<file path="src/rtl/matmul_accum_if.sv">
// Product-in / result-out handshake bundle for the matmul accumulation stage.
// master drives products and consumes results; slave is the accumulator side.
interface matmul_accum_if #(
  parameter int DATA_W = 32,
  parameter int ACC_W  = 48
);
  logic              clear;
  logic              in_valid;
  logic              in_ready;
  logic [DATA_W-1:0] in_data;
  logic              out_valid;
  logic              out_ready;
  logic [ACC_W-1:0]  out_data;
  logic              out_overflow;
  logic [15:0]       out_index;

  modport master (
    output clear, in_valid, in_data, out_ready,
    input  in_ready, out_valid, out_data, out_overflow, out_index
  );

  modport slave (
    input  clear, in_valid, in_data, out_ready,
    output in_ready, out_valid, out_data, out_overflow, out_index
  );
endinterface

</file>
<file path="src/rtl/matmul_accum.sv">
// Sums every K consecutive unsigned products into one saturating dot-product result,
// holding one finished result on a valid/ready output while the next one accumulates.
module matmul_accum #(
  parameter int DATA_W = 32,
  parameter int ACC_W  = 48,
  parameter int K      = 4
) (
  input logic           clk,
  input logic           rst,
  matmul_accum_if.slave bus
);
  localparam int KW    = (K > 1) ? $clog2(K) : 1;
  localparam int SUM_W = ACC_W + 1;
  localparam logic [KW-1:0] K_LAST = KW'(K - 1);

  logic [KW-1:0]    r_k_cnt, w_k_cnt_nxt;
  logic [ACC_W-1:0] r_acc, w_acc_nxt;
  logic             r_ovf, w_ovf_nxt;
  logic [ACC_W-1:0] r_out_data, w_out_data_nxt;
  logic             r_out_ovf, w_out_ovf_nxt;
  logic             r_out_valid, w_out_valid_nxt;
  logic [15:0]      r_out_index, w_out_index_nxt;

  logic             w_last, w_in_ready, w_accept, w_emit;
  logic [SUM_W-1:0] w_sum;
  logic [ACC_W-1:0] w_term_acc;
  logic             w_term_ovf;

  assign w_last     = (r_k_cnt == K_LAST);
  // Only a completing term can collide with an unconsumed result.
  assign w_in_ready = !bus.clear && !(r_out_valid && !bus.out_ready && w_last);
  assign w_accept   = bus.in_valid && w_in_ready;
  assign w_emit     = r_out_valid && bus.out_ready;
  assign w_sum      = {1'b0, r_acc} + SUM_W'(bus.in_data);

  always_comb begin
    w_term_acc = ACC_W'(bus.in_data);
    w_term_ovf = 1'b0;
    if (r_k_cnt != '0) begin
      w_term_acc = w_sum[SUM_W-1] ? '1 : w_sum[ACC_W-1:0];
      w_term_ovf = w_sum[SUM_W-1] || r_ovf;
    end
  end

  always_comb begin
    w_k_cnt_nxt     = r_k_cnt;
    w_acc_nxt       = r_acc;
    w_ovf_nxt       = r_ovf;
    w_out_data_nxt  = r_out_data;
    w_out_ovf_nxt   = r_out_ovf;
    w_out_valid_nxt = r_out_valid;
    w_out_index_nxt = r_out_index;
    if (w_emit) begin
      w_out_valid_nxt = 1'b0;
      w_out_index_nxt = r_out_index + 16'd1;
    end
    if (bus.clear) begin
      w_k_cnt_nxt = '0;
      w_acc_nxt   = '0;
      w_ovf_nxt   = 1'b0;
    end else if (w_accept) begin
      w_acc_nxt = w_term_acc;
      w_ovf_nxt = w_term_ovf;
      if (w_last) begin
        w_k_cnt_nxt     = '0;
        w_out_data_nxt  = w_term_acc;
        w_out_ovf_nxt   = w_term_ovf;
        w_out_valid_nxt = 1'b1;
      end else begin
        w_k_cnt_nxt = r_k_cnt + 1'b1;
      end
    end
  end

  always_ff @(posedge clk or negedge rst) begin
    if (!rst) begin
      r_k_cnt     <= '0;
      r_acc       <= '0;
      r_ovf       <= 1'b0;
      r_out_data  <= '0;
      r_out_ovf   <= 1'b0;
      r_out_valid <= 1'b0;
      r_out_index <= '0;
    end else begin
      r_k_cnt     <= w_k_cnt_nxt;
      r_acc       <= w_acc_nxt;
      r_ovf       <= w_ovf_nxt;
      r_out_data  <= w_out_data_nxt;
      r_out_ovf   <= w_out_ovf_nxt;
      r_out_valid <= w_out_valid_nxt;
      r_out_index <= w_out_index_nxt;
    end
  end

  assign bus.in_ready     = w_in_ready;
  assign bus.out_valid    = r_out_valid;
  assign bus.out_data     = r_out_data;
  assign bus.out_overflow = r_out_ovf;
  assign bus.out_index    = r_out_index;
endmodule

</file>
<file path="src/flat_wrapper.sv">
// flat-port wrapper written by rule: the top's interface ports become plain ports
module matmul_accum_flat 
#(
  parameter int DATA_W = 32,
  parameter int ACC_W  = 48,
  parameter int K      = 4
)
  (clk, rst, bus_clear, bus_in_valid, bus_in_data, bus_out_ready, bus_in_ready, bus_out_valid, bus_out_data, bus_out_overflow, bus_out_index);
  matmul_accum_if #(.DATA_W(DATA_W), .ACC_W(ACC_W)) bus_i ();
  input logic clk;
  input logic rst;
  input wire logic [$bits(bus_i.clear)-1:0] bus_clear;
  input wire logic [$bits(bus_i.in_valid)-1:0] bus_in_valid;
  input wire logic [$bits(bus_i.in_data)-1:0] bus_in_data;
  input wire logic [$bits(bus_i.out_ready)-1:0] bus_out_ready;
  output wire logic [$bits(bus_i.in_ready)-1:0] bus_in_ready;
  output wire logic [$bits(bus_i.out_valid)-1:0] bus_out_valid;
  output wire logic [$bits(bus_i.out_data)-1:0] bus_out_data;
  output wire logic [$bits(bus_i.out_overflow)-1:0] bus_out_overflow;
  output wire logic [$bits(bus_i.out_index)-1:0] bus_out_index;
  assign bus_i.clear = bus_clear;
  assign bus_i.in_valid = bus_in_valid;
  assign bus_i.in_data = bus_in_data;
  assign bus_i.out_ready = bus_out_ready;
  assign bus_in_ready = bus_i.in_ready;
  assign bus_out_valid = bus_i.out_valid;
  assign bus_out_data = bus_i.out_data;
  assign bus_out_overflow = bus_i.out_overflow;
  assign bus_out_index = bus_i.out_index;
  matmul_accum #(.DATA_W(DATA_W), .ACC_W(ACC_W), .K(K)) u_core (.clk(clk), .rst(rst), .bus(bus_i));
endmodule
</file>
<file path="config.mk">
export PLATFORM = sky130hd
export DESIGN_NAME = matmul_accum_flat
export DESIGN_NICKNAME = d
export VERILOG_FILES = /design/src/rtl/matmul_accum_if.sv /design/src/rtl/matmul_accum.sv /design/src/flat_wrapper.sv
export SDC_FILE = /design/constraint.sdc
export NUM_CORES = 1
export LEC_CHECK = 0
export BUFFER_PORTS_ARGS = -buffer_cell sky130_fd_sc_hd__buf_2
export CAP_MARGIN = 20
export CORE_AREA = 2 2 139 141
export CTS_CLUSTER_SIZE = 24
export DETAILED_ROUTE_END_ITERATION = 8
export DIE_AREA = 0 0 141 143
export GPL_ROUTABILITY_DRIVEN = 0
export HOLD_SLACK_MARGIN = 0.08
export PLACE_DENSITY = 0.61
export SLEW_MARGIN = 20
export SYNTH_ARGS = -nofsm -noshare
export SYNTH_HDL_FRONTEND = slang
export SYNTH_SLANG_ARGS = --single-unit
</file>
<file path="constraint.sdc">
create_clock -name clk -period 4.1 [get_ports clk]
set_input_delay 0.82 -clock clk [delete_from_list [all_inputs] [get_ports clk]]
set_output_delay 0.82 -clock clk [all_outputs]
set_load 0.1 [all_outputs]
</file>
==> summary.txt, run 1 <==
Die
  – Num rows: 50
  – Die span in x: around 140 µm
  – Die H: 143 µm
  – Die ar.: slightly above 20,000 µm²
  – Initial core utilization: 39.3%
  – Core footprint: 18,600 µm²
  – I/O Pins: 104

Cells and area
  – Final net count: approximately 1,000
  – Diode count: 0
  – Register area: 2930 µm²
  – Most common cell after layout, fill and taps aside: dfrtp_1
  – Final core utilization: roughly 48%
  – Fillers: 1,819
  – Commonest non-fill, non-tap cells in the layout: dfrtp_1, buf_2, nand2_1
  – Fin area: roughly 9000 µm²
  – Synth-to-layout area growth: 21.1%
  – Share of layout cells above drive strength 1: ~19%
  – Multi-input combinational cell area: 4130 µm²

Run status
  – Outcome: finished clean

Power
  – P_leak: 4.26 nW
  – Net Sw Frac: between 40% and 50%
  – Power share of the combinational group: between 40 and 50%
  – Power density over cell area: 629 nW/µm²
  – Clock power frac: 30.6%
  – Maximum VDD drop: 430 µV
  – Sequential power share: 26.8%
  – Internal power: about 0.0030 W
  – Sw Pwr: 0.00259 W
  – Pwr Total: between 0.005 and 0.006 W

Logic synthesis
  – Sequential fraction of the synthesis area: 40.1%
  – Number of synthesized register bits: between 100 and 150
  – Dominant cells by area after synthesis: dfrtp_1, ha_1, o21ai_0
  – Post-Synthesis Cells: 817
  – Yosys warnings: 0
  – Synth top area share: approximately two fifths
  – Mapped Area: approximately 7300 µm²
  – Syn_nets: 890
  – Post-synth ARST share: 100%
  – Most used DFF post-synth: dfrtp_1
  – Unique masters post-synth: 67
  – Syn Area/Cell: 8.93 µm²
  – Area leader, netlist: dfrtp_1
  – Number of synthesized flops with an enable pin: 0

Clock network
  – # Post-CTS Setup Buffers: 0
  – CTS Buf Count: 17
  – Clock sink count: 117
  – CTS H-tree lvls: 4
  – # hold bufs at CTS: 0
  – CTS root buffer: clkbuf_16
  – CTS tree: done
  – Post-CTS resize count: 0
  – Clock Path Buffers: 2
  – Worst-path clk slew: 0.06 ns
  – Worst skew pair latency: 0.43 ns

Timing
  – Final setup fails: 0
  – Fmax achieved: 279 MHz
  – Layout Skew: 0.00981 ns
  – Endpoints failing hold: 0
  – Fin crit period: around 3.6 ns
  – Setup TNS: 0 ns
  – Hold slack: 0.460 ns
  – Relative slew slack: 40.3%
  – Worst Max-Slew Pin Slew: 0.896 ns
  – Period Utilization, post-route: 87.5%
  – Max Slew Vio Count: 0
  – RSZ-0062 raised after global routing: no

Placement
  – HPWL after DPL: 15.3 mm
  – Port bufs: about 100
  – Cell area after placement: 8170 µm²

Run
  – Maximum Capacitance Violations: 0

Drt
  – DR iter-0 viols: 450
  – # DRC: 0
  – Final WL: 21.2 mm
  – Antenna-violating nets left: 0
  – Vias after detailed routing: 6,627
  – First-pass iteration count of the detailed router: 5
  – Routed length per instance: 18.1 µm
  – Vias per inst: 5.66

Critical path
  – CP Launch Type: input port
  – Worst Setup Path Type: in2reg
  – Critical Path AT: 3.87 ns
  – CP Data Required Time: 4.38 ns
  – Critical Path Sink Type: flop
  – Crit Path Max Fanout: 6

Global routing
  – First-pass GRT wire length: 34.1 mm
  – Grt ovf: 0
  – Initial antenna violation count: 0
  – Vias in the first global route: roughly 6,400
  – Largest net degree at the start of global routing: 64
  – Total global routing track utilization: 21.6%

Hold path
  – Worst Hold Class: reg2reg
[power by group through the flow]
| stage | clock, W | combinational (W) | sequential, W |
|---|---|---|---|
| floorplan | 0 | 0.000753 | 0.00264 |
| global placement | 0 | 0.00236 | 0.00151 |
| detailed placement | 0 | 0.00237 | 0.00151 |
| CTS | 0.00173 | 0.00238 | 0.00149 |
| global route | 0.00179 | 0.00252 | 0.00152 |
| finish | 0.00170 | 0.00237 | 0.00149 |
[cells in the mapped netlist, types with 4 or more instances]
master    count
a211oi_1      9
a21boi_0      4
a21o_1       25
a21oi_1      62
a221oi_1      7
a22o_1       12
a31oi_1       6
and2_1        7
and3_1       15
buf_2         4
clkbuf_1     39
dfrtp_1     117
ha_1         35
inv_1        15
mux2_2        4
mux2i_1       6
nand2_1      88
nand2b_1      5
nand3_1      40
nand4_1      16
nor2_1       47
nor3_1       23
o211ai_1      5
o21a_1        5
o21ai_0      74
o21bai_1     10
o22ai_1      12
o31ai_1       7
or3_1        13
xnor2_1      30
xor2_1       17
[registers in the layout, summed over array words and instances (netlist names)]
signal,count
u_core.r_ovf,1
u_core.bus.out_valid,1
u_core.bus.out_overflow,1
u_core.bus.out_data,48
u_core.r_acc,48
u_core.bus.out_index,16
u_core.r_k_cnt,2
[area by class of cell]
| cell class | count | share of cell area [%] |
|---|---|---|
| timing repair buffer | 133 | 8.55 |
| clock buffer | 17 | 4.81 |
| clock inverter | 15 | 2.75 |
| tap | 234 | 3.31 |
| multi-input combinational | 639 | 46.8 |
| sequential | 117 | 33.1 |
| inverter | 16 | 0.680 |
[worst paths after layout]
kind | to | slack, ns | cells after the start | start
worst min register to register | u_core.bus.out_index[15] | 0.46 | 1 | u_core.bus.out_index[15]
worst max-delay path | u_core.bus.out_data[26] | 0.51 | 12 | bus_in_data[0]
worst max register to register | u_core.bus.out_data[26] | 0.63 | 11 | u_core.r_acc[0]
worst min-delay path | u_core.bus.out_index[15] | 0.46 | 1 | u_core.bus.out_index[15]
min in group asynchronous | u_core.bus.out_data[18] | 0.51 | 1 | rst
max in group asynchronous | u_core.bus.out_valid | 2.60 | 3 | rst
[stage by stage]
| step | instances | worst slack [ns] |
|---|---|---|
| after floorplan | 817 | 0.172 |
| after global placement | 1139 | 0.163 |
| after detailed placement | 1139 | 0.0850 |
| after CTS | 1171 | 0.529 |
| after global routing | 1171 | 0.306 |
| final | 1171 | 0.512 |
[layer usage]
layer | vias up | share of wire (%) | track usage (%)
met2 | 210 | 45 | 34.0
met3 | 25 | 5.5 | 3.86
li1 | 3243 | - | -
met5 | - | 0 | 0
met4 | 0 | 1.7 | 6.47
met1 | 3149 | 48 | 30.5
[worst max-delay path: stages]
cell and delay, ns:
buf_2 0.10, ha_1 0.23, fa_1 0.41, a21o_1 0.22, a311o_1 0.36, a41o_1 0.33, o311ai_4 0.37, nor3_1 0.11
or3_1 0.40, buf_4 0.19, nor2_4 0.20, a221oi_1 0.12
[cell families (layout without fill, tap and decap cells)]
family                   count (synthesis)  after routing  synth area share (%)
AO/OA/AOI/OAI                          277            277                  25.5
XOR/XNOR                                47             47                  5.64
AND/OR/NAND/NOR                        269            269                  17.7
buffers and inverters                   61            181                  3.31
flip-flops                             117            117                  40.1
multiplexers                            10             10                  1.44
adder cells (fa/ha/maj)                 36             36                  6.27
No activity file was read; power rests on OpenSTA's default activity.
==> run 2, diff against run 1 <==
Settings changed: RECOVER_POWER set to 25.
Clock period 4.1 ns to 3.8 ns, I/O delays scaled along.
==> summary.txt, run 2 (synthesized netlist as in run 1, its figures left out) <==
Cells and area
  – Final net count: between 1,000 and 1,500
  – Final core utilization: 47.8%
  – Diode count: 0
  – Fillers: 1,811
  – Synth-to-layout area growth: 21.7%
  – Share of layout cells above drive strength 1: 19.9%
  – Commonest non-fill, non-tap cells in the layout: dfrtp_1, buf_2, nand2_1
  – Fin area: 8880 µm²
  – Most common cell after layout, fill and taps aside: dfrtp_1

Drt
  – Vias after detailed routing: 6,749
  – Vias per inst: 5.71
  – Final WL: 21.4 mm
  – Antenna-violating nets left: 0
  – First-pass iteration count of the detailed router: 5
  – DR iter-0 viols: around 500
  – # DRC: 0
  – Routed length per instance: 18.1 µm

Die
  – Die ar.: approximately 20,000 µm²
  – Core footprint: 18,600 µm²
  – I/O Pins: 104
  – Initial core utilization: 39.3%
  – Num rows: 50
  – Die H: around 140 µm
  – Die span in x: between 100 and 150 µm

Global routing
  – Largest net degree at the start of global routing: 66
  – Vias in the first global route: 6,391
  – Total global routing track utilization: about 22%
  – Initial antenna violation count: 0
  – Grt ovf: 0
  – First-pass GRT wire length: 34.5 mm

Timing
  – Layout Skew: between 0.009 and 0.01 ns
  – Final setup fails: 0
  – Endpoints failing hold: 0
  – RSZ-0062 raised after global routing: no
  – Hold slack: 0.471 ns
  – Relative slew slack: -97.8%
  – Fmax achieved: 291 MHz
  – Period Utilization, post-route: 90.5%
  – Fin crit period: 3.44 ns
  – Setup TNS: 0 ns
  – Worst Max-Slew Pin Slew: between 2 and 3 ns
  – Max Slew Vio Count: 53

Clock network
  – Worst skew pair latency: 0.43 ns
  – CTS Buf Count: 17
  – CTS H-tree lvls: 4
  – # Post-CTS Setup Buffers: 0
  – Worst-path clk slew: about 0.06 ns
  – CTS tree: done
  – CTS root buffer: clkbuf_16
  – Clock Path Buffers: 2
  – # hold bufs at CTS: 0
  – Clock sink count: 117
  – Post-CTS resize count: 0

Run status
  – Failing checks: capacitance limit, slew limit
  – Outcome: complete, but fails checks

Critical path
  – Slowest stage delay, CP: 0.44 ns
  – CP Data Required Time: 4.08 ns
  – Worst Setup Path Type: in2reg
  – CP max stage cell: or3_1
  – CP cell instances: buf_2 -> ha_1 -> fa_1 -> a21o_1 -> a311o_1 -> a41o_1 -> o311ai_4 -> nor3_1 -> or3_1 -> buf_12 -> nor2_4 -> a221oi_1
  – Critical Path AT: 3.72 ns
  – Crit Path Max Fanout: 8
  – CP Launch Type: input port
  – Critical Path Sink Type: flop
  – R2R depth: 11

Power
  – Maximum VDD drop: 367 µV
  – P_leak: roughly 4.3 nW
  – Pwr Total: 0.00580 W
  – Power density over cell area: 653 nW/µm²

Placement
  – Port bufs: 103
  – Cell area after placement: slightly above 8000 µm²
  – HPWL after DPL: 15.3 mm

Run
  – Maximum Capacitance Violations: 1

Hold path
  – Worst Hold Class: reg2reg
  – Worst hold path depth: 1
## run 2: cell count changes in the layout (fill, tap and decap cells not counted)
cell        before  now
a31oi_2          0    1
buf_12           1    5
a31oi_1          6    5
clkbuf_8         0    3
clkinvlp_4       0    3
clkinv_4         4    0
clkinv_2         0    4
clkbuf_1         0    3
buf_4           30   36
inv_6            4    0
bufinv_16        5    2
inv_8            2    0
## run 2: final cells by class
type                    instances  area, µm²  share of cell area (%)
clock buffers                  22        474                    5.34
multi-input cells             639       4140                    46.6
flip-flops and latches        117       2930                    33.0
repair buffers                144        885                    9.96
clock inverters                 9        103                    1.16
well taps                     234        293                    3.30
inverters                      16       60.1                   0.676
## run 2: through the flow
| step | std cells | setup slack [ns] |
|---|---|---|
| after floorplan | 817 | 0.204 |
| after global placement | 1150 | -0.0110 |
| after detailed placement | 1150 | -0.0844 |
| after CTS | 1181 | 0.364 |
| after global routing | 1181 | 0.207 |
| final | 1181 | 0.360 |
## run 2: path summary, 6_finish.rpt
kind                                     startpoint                  endpoint  slack, ns
max reg2reg                         u_core.r_acc[0]   u_core.bus.out_data[18]       0.44
max in group asynchronous                       rst          u_core.r_acc[26]       0.82
min in group asynchronous                       rst    u_core.bus.out_data[9]       1.30
min reg2reg                u_core.bus.out_index[15]  u_core.bus.out_index[15]       0.47
min                        u_core.bus.out_index[15]  u_core.bus.out_index[15]       0.47
max                                  bus_in_data[0]   u_core.bus.out_data[18]       0.36
## run 2: power by group
group          internal (W)  switching (W)
logic              0.000588        0.00201
clock network       0.00101       0.000589
registers           0.00147       0.000139
## run 2: worst max-delay path, delay by kind of cell
kind	cells	cell delay, ns
compound gates	5	1.35
simple gates	3	0.72
fa+ha+maj	2	0.59
buf+inv	2	0.29
## run 2: layer usage
layer / global-route usage [%] / share of wire, % / vias up / routed length (µm)
met2: 32.8 / 43 / 214 / 9250
met5: 0 / 0 / - / 0
met3: 4.56 / 5.7 / 13 / 1210
met4: 5.37 / 0.99 / 0 / 211
li1: - / - / 3265 / -
met1: 32.4 / 50 / 3257 / 10700
